**src/rtl/multiword_add_sequencer_pkg.sv**
```systemverilog
// Shared definitions for the multi-word add sequencer: FSM state encoding
// and a constant-evaluable ceiling log2 used to size the chunk index.
package multiword_add_sequencer_pkg;

  typedef enum logic [1:0] {
    S_IDLE = 2'd0,
    S_RUN  = 2'd1,
    S_DONE = 2'd2
  } state_t;

  localparam int DEFAULT_GROUP_WIDTH = 4;
  localparam int DEFAULT_GROUP_COUNT = 2;
  localparam int DEFAULT_CHUNKS      = 4;

  // Never returns less than 1 so an index register always has at least one bit.
  function automatic int clog2(input int value);
    int result;
    result = 1;
    for (int i = 1; i < 31; i++) begin
      if ((1 << i) < value) begin
        result = i + 1;
      end
    end
    return result;
  endfunction

endpackage

```
**src/rtl/multiword_add_sequencer_cla.sv**
```systemverilog
// Narrow chunk adder: carry-lookahead inside each group, carry rippled
// between groups.
import multiword_add_sequencer_pkg::*;

module ripple_block_CLA #(
  parameter int GROUP_WIDTH = DEFAULT_GROUP_WIDTH,
  parameter int GROUP_COUNT = DEFAULT_GROUP_COUNT,
  localparam int WIDTH      = GROUP_WIDTH * GROUP_COUNT
) (
  input  logic [WIDTH-1:0] a_i,
  input  logic [WIDTH-1:0] b_i,
  input  logic             c_i,
  output logic [WIDTH-1:0] s_o,
  output logic             c_o
);

  logic [WIDTH-1:0] gen;
  logic [WIDTH-1:0] prop;
  logic [WIDTH-1:0] carryVec;
  logic             groupOut;

  assign gen  = a_i & b_i;
  assign prop = a_i ^ b_i;

  // Each carry inside a group is a flat sum-of-products of the group's
  // generate/propagate terms and the group carry-in; only group carries ripple.
  always_comb begin
    logic                 groupIn;
    logic                 lookahead;
    logic                 term;
    logic [GROUP_WIDTH:0] groupCarries;
    groupIn      = c_i;
    lookahead    = 1'b0;
    term         = 1'b0;
    groupCarries = '0;
    carryVec     = '0;
    for (int grp = 0; grp < GROUP_COUNT; grp++) begin
      for (int i = 0; i <= GROUP_WIDTH; i++) begin
        term = groupIn;
        for (int k = 0; k < i; k++) begin
          term = term & prop[grp*GROUP_WIDTH + k];
        end
        lookahead = term;
        for (int j = 0; j < i; j++) begin
          term = gen[grp*GROUP_WIDTH + j];
          for (int k = j + 1; k < i; k++) begin
            term = term & prop[grp*GROUP_WIDTH + k];
          end
          lookahead = lookahead | term;
        end
        groupCarries[i] = lookahead;
      end
      carryVec[grp*GROUP_WIDTH +: GROUP_WIDTH] = groupCarries[GROUP_WIDTH-1:0];
      groupIn = groupCarries[GROUP_WIDTH];
    end
    groupOut = groupIn;
  end

  assign s_o = prop ^ carryVec;
  assign c_o = groupOut;

endmodule

```
**src/rtl/multiword_add_sequencer.sv**
```systemverilog
// Wide adder built from one narrow CLA chunk adder: one chunk per clock,
// least-significant first, with the inter-chunk carry held in a register.
import multiword_add_sequencer_pkg::*;

module multiword_add_sequencer #(
  parameter int GROUP_WIDTH  = DEFAULT_GROUP_WIDTH,
  parameter int GROUP_COUNT  = DEFAULT_GROUP_COUNT,
  parameter int CHUNKS       = DEFAULT_CHUNKS,
  localparam int CHUNK_WIDTH = GROUP_WIDTH * GROUP_COUNT,
  localparam int TOTAL       = CHUNKS * CHUNK_WIDTH
) (
  input  logic             clock,
  input  logic             reset,
  input  logic             start,
  input  logic             carry_in,
  input  logic [TOTAL-1:0] x,
  input  logic [TOTAL-1:0] y,
  output logic             busy,
  output logic             done,
  output logic [TOTAL-1:0] z,
  output logic             carry_out
);

  localparam int             IDX_W    = clog2(CHUNKS);
  localparam logic [IDX_W-1:0] LAST_IDX = IDX_W'(CHUNKS - 1);

  state_t             state_q, state_d;
  logic [IDX_W-1:0]   idx_q, idx_d;
  logic [TOTAL-1:0]   opX_q, opX_d;
  logic [TOTAL-1:0]   opY_q, opY_d;
  logic [TOTAL-1:0]   sum_q, sum_d;
  logic               carry_q, carry_d;
  logic               carryOut_q, carryOut_d;

  logic [CHUNK_WIDTH-1:0] chunkA;
  logic [CHUNK_WIDTH-1:0] chunkB;
  logic [CHUNK_WIDTH-1:0] chunkSum;
  logic                   chunkCarry;

  assign chunkA = opX_q[int'(idx_q)*CHUNK_WIDTH +: CHUNK_WIDTH];
  assign chunkB = opY_q[int'(idx_q)*CHUNK_WIDTH +: CHUNK_WIDTH];

  ripple_block_CLA #(
    .GROUP_WIDTH(GROUP_WIDTH),
    .GROUP_COUNT(GROUP_COUNT)
  ) chunkAdder (
    .a_i(chunkA),
    .b_i(chunkB),
    .c_i(carry_q),
    .s_o(chunkSum),
    .c_o(chunkCarry)
  );

  always_ff @(posedge clock or posedge reset) begin
    if (reset) begin
      state_q    <= S_IDLE;
      idx_q      <= '0;
      opX_q      <= '0;
      opY_q      <= '0;
      sum_q      <= '0;
      carry_q    <= 1'b0;
      carryOut_q <= 1'b0;
    end else begin
      state_q    <= state_d;
      idx_q      <= idx_d;
      opX_q      <= opX_d;
      opY_q      <= opY_d;
      sum_q      <= sum_d;
      carry_q    <= carry_d;
      carryOut_q <= carryOut_d;
    end
  end

  // The result register keeps its old contents until each chunk is overwritten,
  // and idx stops at the last chunk instead of wrapping.
  always_comb begin
    state_d    = state_q;
    idx_d      = idx_q;
    opX_d      = opX_q;
    opY_d      = opY_q;
    sum_d      = sum_q;
    carry_d    = carry_q;
    carryOut_d = carryOut_q;
    case (state_q)
      S_IDLE: begin
        if (start) begin
          opX_d   = x;
          opY_d   = y;
          carry_d = carry_in;
          idx_d   = '0;
          state_d = S_RUN;
        end
      end
      S_RUN: begin
        sum_d[int'(idx_q)*CHUNK_WIDTH +: CHUNK_WIDTH] = chunkSum;
        carry_d = chunkCarry;
        if (idx_q == LAST_IDX) begin
          carryOut_d = chunkCarry;
          state_d    = S_DONE;
        end else begin
          idx_d = idx_q + IDX_W'(1);
        end
      end
      S_DONE: begin
        state_d = S_IDLE;
      end
      default: begin
        state_d = S_IDLE;
      end
    endcase
  end

  assign busy      = (state_q != S_IDLE);
  assign done      = (state_q == S_DONE);
  assign z         = sum_q;
  assign carry_out = carryOut_q;

endmodule
```
**config.mk**
```make
export PLATFORM = sky130hd
export DESIGN_NAME = multiword_add_sequencer
export DESIGN_NICKNAME = d
export VERILOG_FILES = /design/src/rtl/multiword_add_sequencer_pkg.sv /design/src/rtl/multiword_add_sequencer_cla.sv /design/src/rtl/multiword_add_sequencer.sv
export SDC_FILE = /design/constraint.sdc
export NUM_CORES = 1
export LEC_CHECK = 0
export BUFFER_PORTS_ARGS = -buffer_cell sky130_fd_sc_hd__buf_2
export CAP_MARGIN = 5
export CORE_UTILIZATION = 45
export DETAILED_ROUTE_END_ITERATION = 10
export PLACE_DENSITY = 0.71
export SETUP_SLACK_MARGIN = 0.3
export SYNTH_ARGS = -nofsm -noshare
export SYNTH_HDL_FRONTEND = slang
export SYNTH_SLANG_ARGS = --single-unit
```
**constraint.sdc**
```tcl
create_clock -name clock -period 4 [get_ports clock]
set_clock_uncertainty 0.1 [all_clocks]
set_input_delay 0.2 -clock clock [delete_from_list [all_inputs] [get_ports clock]]
set_output_delay 0.2 -clock clock [all_outputs]
set_load 0.005 [all_outputs]
```
==> results.py, run 1 <==
metrics = {
    "floorplanning": {
        "boundaryPins": 103,
        "core_sq_mm": 0.009864,
        "row_count": 36,
        "fp.dieArea_sq_mm": 0.01072,
        "dieWidth_um": 103.5,
        "fp.dieH_um": 103.5,
        "start_util_pct": 47.03,
    },
    "clock_network": {
        "cts_tree": "done",
        "cts.htree.levels": 3,
        "clkTransAtPathRegs_ps": 90,
        "numClockSinks": 102,
        "clockBufferDepth": 2,
        "cts_buffers": 9,
        "clock_latency_ps": 360,
        "root_buffer": "clkbuf_8",
    },
    "cells_and_area": {
        "final_cells": 621,
        "antenna-diode-count": 0,
        "final_util_pct": 62.29,
        "layout_common_cells": "dfrtp_1, buf_2, dlygate4sd3_1",
        "area_growth_pct": 32.44,
        "layout.nets": 569,
        "drive_gt1_share_pct": 42.42,
        "fill_cells": 769,
    },
    "critical_path": {
        "arrival_ps": 3660,
        "worst-setup-path-type": "flip-flop to flip-flop",
        "path_cells": "mux4_2 > ha_1 > ha_1 > o211a_1 > o31a_1 > or2_1 > ha_1 > o211a_1 > o21a_1 > o31ai_1",
        "crit_path_max_incr_delay_ps": 550,
        "crit_top_cell": "ha_1",
        "crit_buf_inv": 0,
        "required_ps": 4160,
        "cp-end-kind": "flip-flop",
        "worst_path_dominant_cell_family": "compound AO/OA/AOI/OAI gates",
        "cp_max_fo": 6,
        "slowest_stage": "mux4_2",
        "start_kind": "flip-flop",
    },
    "timing": {
        "finalHoldViolations": 0,
        "fin_tns_setup_ps": 0,
        "finalCritPeriodShare_pct": 87.56,
        "tightest_slew_ps": 879.5,
        "period_needed_ps": 3502,
        "timing.slew.headroom_pct": 40.83,
        "clock.fmax_mhz": 285.5,
        "holdWs_ps": 163.4,
        "rsz0062_at_grt": "false",
        "setup-violations-final": 0,
        "report.final.slew_viol_count": 0,
    },
    "routing": {
        "finalWirelength_mm": 10.66,
        "via_per_inst": 5.301,
        "drt_pass1_iterations": 4,
        "vias": 3292,
        "drtIter0Drc": 124,
        "routedWlPerCell_um": 17.16,
        "remaining_drc_errors": 0,
        "ant_nets": 0,
    },
    "grt": {
        "grt_pass1_wl_mm": 17.75,
        "antenna_found_initial": 0,
        "grt_max_degree": 70,
        "grt_pass1_vias": 3539,
        "track_usage_pct": 21.25,
        "gr-total-overflow": 0,
    },
    "logic_synthesis": {
        "synth_cell_type_count": 45,
        "synth_area_sq_mm": 0.004639,
        "synth_fp_nets": 399,
        "synth.ff_latch_count": 102,
        "yosysSeqAreaShare_pct": 55.02,
        "netlist_instances": 313,
        "async_flop_share_pct": 100.0,
        "avgSynthCellArea_sq_um": 14.82,
        "synth_edf_count": 0,
        "ys.flop_type": "dfrtp_1",
        "yosysWarnings": 0,
    },
    "placed_design": {
        "post-dp-hpwl_mm": 7.225,
        "place.gp.congestion": 0.7558,
        "dp.cells": 540,
        "port_buffers": 102,
    },
    "status": {
        "status": "finished clean",
    },
    "power": {
        "power_density_mw_per_mm2": 835.5,
        "irDropWorstVdd_uv": 435.3,
        "leakagePower_uw": 0.002863,
    },
    "worst_hold_path": {
        "worstHoldPathType": "input port to flip-flop",
    },
    "job": {
        "cap_violations": 0,
    },
}
-- routing by layer --
layer  up-vias  GRT usage, %  wire length, um
li1       1509             -                -
met1      1661         27.42             4735
met2       108         36.86             5342
met3        14         4.531              444
met4         0         4.555              134
met5         -             0                0
-- worst paths after layout --
| check | start | end | slack (ps) | cells after the start |
|---|---|---|---|---|
| min in group asynchronous | reset | z[28]$_DFFE_PP0P_ | 450 | 3 |
| setup / recovery | idx_q[0]$_DFFE_PP0P_ | z[31]$_DFFE_PP0P_ | 500 | 10 |
| setup reg to reg | idx_q[0]$_DFFE_PP0P_ | z[31]$_DFFE_PP0P_ | 500 | 10 |
| max in group asynchronous | reset | opX_q[18]$_DFFE_PP0P_ | 2400 | 4 |
| hold reg to reg | z[28]$_DFFE_PP0P_ | z[28]$_DFFE_PP0P_ | 380 | 2 |
| hold / removal | carry_in | carry_q$_DFFE_PP0P_ | 160 | 3 |
-- power breakdown --
part           internal [uW]  total (uW)  leakage, uW  switching, uW
sequential              1490        1770      0.00126            281
combinational           1320        2750      0.00152           1430
clock                    250         611    0.0000841            360
total                   3060        5130      0.00286           2070
-- worst reg2reg max path, stage by stage, from the launching register on --
cell and delay, ps:
dfrtp_1 430, mux4_2 550, ha_1 290, ha_1 190
o211a_1 240, o31a_1 370, or2_1 240, ha_1 210
o211a_1 270, o21a_1 250, o31ai_1 260
-- registers in the layout (all words and copies together), names as in the netlist --
signal and count:
carry_q 1, state_q 2, opX_q 32, z 32, opY_q 32, carry_out 1, idx_q 2
-- cells in the mapped netlist, types with 2 or more instances --
cell type  instances  share of area [%]
dfrtp_1          102                 55
mux2_2            59                 14
a22o_1            21                4.0
ha_1              16                4.3
mux4_2            16                7.8
nand2_1           13                1.1
buf_2             10                1.1
o31ai_1            8                1.3
inv_1              7               0.57
mux2_1             6                1.5
nor2_1             5               0.40
o21ai_0            5               0.54
nand3b_1           4               0.65
and2_1             3               0.40
a211oi_1           2               0.32
buf_1              2               0.16
fa_1               2               0.86
nor2b_1            2               0.27
nor3b_1            2               0.32
o211a_1            2               0.43
o21ai_1            2               0.22
-- kinds of logic (layout without fill, tap and decap cells) --
| group | Yosys count | in the layout | share of synthesized area [%] |
|---|---|---|---|
| AND/OR/NAND/NOR | 43 | 43 | 5.933 |
| AO/OA/AOI/OAI | 46 | 46 | 7.686 |
| flip-flops | 102 | 102 | 55.02 |
| XOR/XNOR | 2 | 2 | 0.3776 |
| buffers and inverters | 20 | 195 | 2.050 |
| adder cells (fa/ha/maj) | 18 | 18 | 5.178 |
| multiplexers | 82 | 82 | 23.76 |
-- final cells by class --
type / instances / area, sq um / share of cell area, %
Timing Repair Buffer: 172 / 1206 / 19.63
Sequential cell: 102 / 2552 / 41.54
Clock inverter: 5 / 42.54 / 0.6923
Clock buffer: 11 / 141.4 / 2.301
Inverter: 7 / 28.78 / 0.4683
Tap cell: 133 / 166.4 / 2.708
Multi-Input combinational cell: 191 / 2007 / 32.66
-- timing repair --
item | CTS | global route
setup buffers | 0 | 0
hold buffers | 65 | 0
endpoints found under the setup margin | 0 | 10
resized for setup | 0 | 4
endpoints found under the hold margin | 132 | 0
-- through the flow --
| stage | total power (uW) | area, sq um | setup slack [ps] |
|---|---|---|---|
| after floorplan | 3637 | 4641 | 355.1 |
| after global placement | 4343 | 5293 | 493.8 |
| after detailed placement | 4430 | 5293 | 412.0 |
| after CTS | 5087 | 6127 | 384.8 |
| after global routing | 5518 | 6145 | 293.5 |
| final | 5134 | 6145 | 497.6 |
Power figures use the tool's default switching activity.
==> run 2: changes to the inputs <==
ABC_AREA = 1   (was unset)
PLACE_DENSITY = 0.7   (was 0.71)
==> run 2 against run 1 <==
  * Setup slack better by 140 ps
  * Utilization is 1.6 points lower
  * Synthesized area is 4.8% higher
  * Via count is 18% higher
  * Sequential share of layout area is 1.1 points lower
  * Largest power group unchanged
  * Power is 1.3% lower
  * Register-to-register slack better by 140 ps
  * Non-clock buffer count is 1 higher
  * Sequential power hardly changed
  * Critical path depth is 8 higher
  * Critical path type unchanged
==> results.py, run 2 <==
metrics = {
    "critical_path": {
        "cp_max_fo": 47,
        "cp-end-kind": "flip-flop",
        "required_ps": 4180,
        "start_kind": "flip-flop",
        "arrival_ps": 3540,
        "worst-setup-path-type": "flip-flop to flip-flop",
        "rr_startpoint": "idx_q[0]$_DFFE_PP0P_",
        "reg2reg_slack_ps": 640,
        "timing.critical_path.from": "idx_q[0]$_DFFE_PP0P_",
        "reg2regPathDepth": 18,
        "rr_endpoint": "z[30]$_DFFE_PP0P_",
    },
    "timing": {
        "finalHoldViolations": 0,
        "timing.slew.headroom_pct": 30.90,
        "period_needed_ps": 3359,
        "setup-violations-final": 0,
        "rsz0062_at_grt": "false",
        "report.final.slew_viol_count": 0,
        "fin_tns_setup_ps": 0,
        "clock.fmax_mhz": 297.7,
        "finalCritPeriodShare_pct": 83.97,
        "tightest_slew_ps": 1037,
    },
    "cells_and_area": {
        "drive_gt1_share_pct": 31.88,
        "area_growth_pct": 29.96,
        "layout_common_cells": "dfrtp_1, buf_2, dlygate4sd3_1",
        "fill_cells": 886,
        "final_cells": 754,
        "antenna-diode-count": 0,
        "layout.nets": 699,
    },
    "clock_network": {
        "cts.htree.levels": 3,
        "clkTransAtPathRegs_ps": 100,
        "clockBufferDepth": 2,
        "root_buffer": "clkbuf_8",
        "numClockSinks": 102,
        "cts_setup_buffers": 0,
        "cts_buffers": 9,
        "cts_tree": "done",
        "clock_latency_ps": 360,
    },
    "placed_design": {
        "port_buffers": 102,
        "post-dp-hpwl_mm": 7.940,
        "dp.cells": 673,
        "place.gp.congestion": 0.8476,
    },
    "grt": {
        "track_usage_pct": 22.09,
        "grt_pass1_vias": 3892,
        "gr-total-overflow": 0,
        "grt_max_degree": 79,
        "antenna_found_initial": 1,
        "grt_pass1_wl_mm": 19.16,
    },
    "routing": {
        "routedWlPerCell_um": 15.52,
        "finalWirelength_mm": 11.70,
        "ant_nets": 0,
        "via_per_inst": 5.134,
        "remaining_drc_errors": 0,
        "vias": 3871,
        "drt_pass1_iterations": 4,
        "drtIter0Drc": 179,
    },
    "logic_synthesis": {
        "synth_fp_nets": 535,
        "yosysSeqAreaShare_pct": 52.51,
        "avgSynthCellArea_sq_um": 10.83,
        "ys.flop_type": "dfrtp_1",
        "synthTopCellsByArea": "dfrtp_1, mux2_2, mux2_4, o21ai_0, nand2_1",
        "netlist_instances": 449,
        "yosys.area.top_type_share_pct": 52.51,
        "synth_area_sq_mm": 0.004861,
        "synth.ff_latch_count": 102,
        "synth_edf_count": 0,
        "async_flop_share_pct": 100.0,
        "yosysWarnings": 0,
        "synth_cell_type_count": 28,
        "yosysMostFrequentCell": "dfrtp_1",
        "post_synth_most_frequent_cells": "dfrtp_1, o21ai_0, nand2_1",
        "yosys.area.top_type": "dfrtp_1",
    },
    "floorplanning": {
        "row_count": 37,
        "start_util_pct": 46.67,
        "dieWidth_um": 105.9,
        "fp.dieArea_sq_mm": 0.01122,
        "boundaryPins": 103,
        "core_sq_mm": 0.01042,
        "fp.dieH_um": 105.9,
    },
    "power": {
        "power_density_mw_per_mm2": 802.2,
        "leakagePower_uw": 0.003158,
        "irDropWorstVdd_uv": 432.8,
    },
    "worst_hold_path": {
        "hold_start": "carry_in",
        "holdPathStages": 3,
        "min_to": "carry_q$_DFFE_PP0P_",
        "worstHoldPathType": "input port to flip-flop",
    },
    "status": {
        "status": "finished clean",
    },
    "job": {
        "cap_violations": 0,
    },
}
-- run 2: changes by cell type after synthesis, moves of 14 or more --
cell and delta:
nand2_1 +46, mux4_2 -16, a22o_1 -18, nand3_1 +16
o21ai_0 +56, mux2_2 -23, inv_1 +20, mux2_4 +27
nor2_1 +36, o22ai_1 +14
-- run 2: logic make-up after synthesis --
logic type,Yosys count,synth area share [%]
AO/OA/AOI/OAI,84,9.447
XOR/XNOR,4,0.7209
adder cells (fa/ha/maj),18,4.942
buffers and inverters,50,4.685
flip-flops,102,52.51
multiplexers,64,16.89
AND/OR/NAND/NOR,127,10.81
-- run 2: worst max-delay path, stage by stage (launching register included) --
cell,delay [ps]
dfrtp_1,400
buf_4,430
o21ai_0,140
o22ai_1,290
ha_1,290
ha_1,200
nand3_1,80
nand4_1,90
nand2_1,80
inv_1,40
nor2_1,170
inv_1,70
ha_1,210
nand2_1,70
nand3_1,100
xnor2_1,150
nor2_1,130
nand2_1,80
o21ai_0,160
-- run 2: report_power, final --
part,switching (uW),total (uW),internal [uW]
clock network,360,607,247
logic,1530,2710,1190
registers,264,1750,1480
total,2150,5070,2920
-- run 2: how the worst max path moves through the flow --
stage	end	slack (ps)	cells past startpoint
after floorplan	z[14]$_DFFE_PP0P_	920	20
after global placement	z[30]$_DFFE_PP0P_	740	18
after detailed placement	z[30]$_DFFE_PP0P_	600	18
after CTS	z[30]$_DFFE_PP0P_	570	18
after global routing	z[30]$_DFFE_PP0P_	330	18
final	z[30]$_DFFE_PP0P_	640	18
-- run 2: per-stage QoR --
| stage | utilization, % | instance area (sq um) | hold slack, ps | worst slack [ps] | power [uW] |
|---|---|---|---|---|---|
| final | 60.65 | 6317 | 49.69 | 641.1 | 5067 |
| after global routing | 60.65 | 6317 | 64.09 | 329.1 | 5485 |
| after CTS | 60.61 | 6314 | 46.67 | 565.6 | 5071 |
| after detailed placement | 52.60 | 5479 | 334.7 | 598.5 | 4413 |
| after global placement | 52.60 | 5479 | 331.4 | 740.9 | 4311 |
| after floorplan | - | 4861 | 248.5 | 919.6 | 3653 |
-- run 2: timing repair --
action,in CTS,in global routing
resized for setup,0,1
hold buffers,65,0
hold endpoints to repair,136,0
endpoints found under the setup margin,0,5
-- run 2: cell type report --
| cell class | instances | area [sq um] | share of cell area [%] |
|---|---|---|---|
| flip-flops and latches | 102 | 2552 | 40.40 |
| multi-input cells | 297 | 2086 | 33.02 |
| repair buffers | 173 | 1206 | 19.09 |
| well taps | 136 | 170.2 | 2.694 |
| clock buffers | 10 | 137.6 | 2.179 |
| inverters | 30 | 118.9 | 1.882 |
| clock inverters | 6 | 46.29 | 0.7328 |
-- run 2: routing by layer --
layer,global-route usage [%],part of all wire [%],vias up
met5,0,0.085,-
li1,-,-,1850
met1,29.16,44,1861
met2,36.88,49,143
met3,4.476,5.7,15
met4,6.448,1.4,2
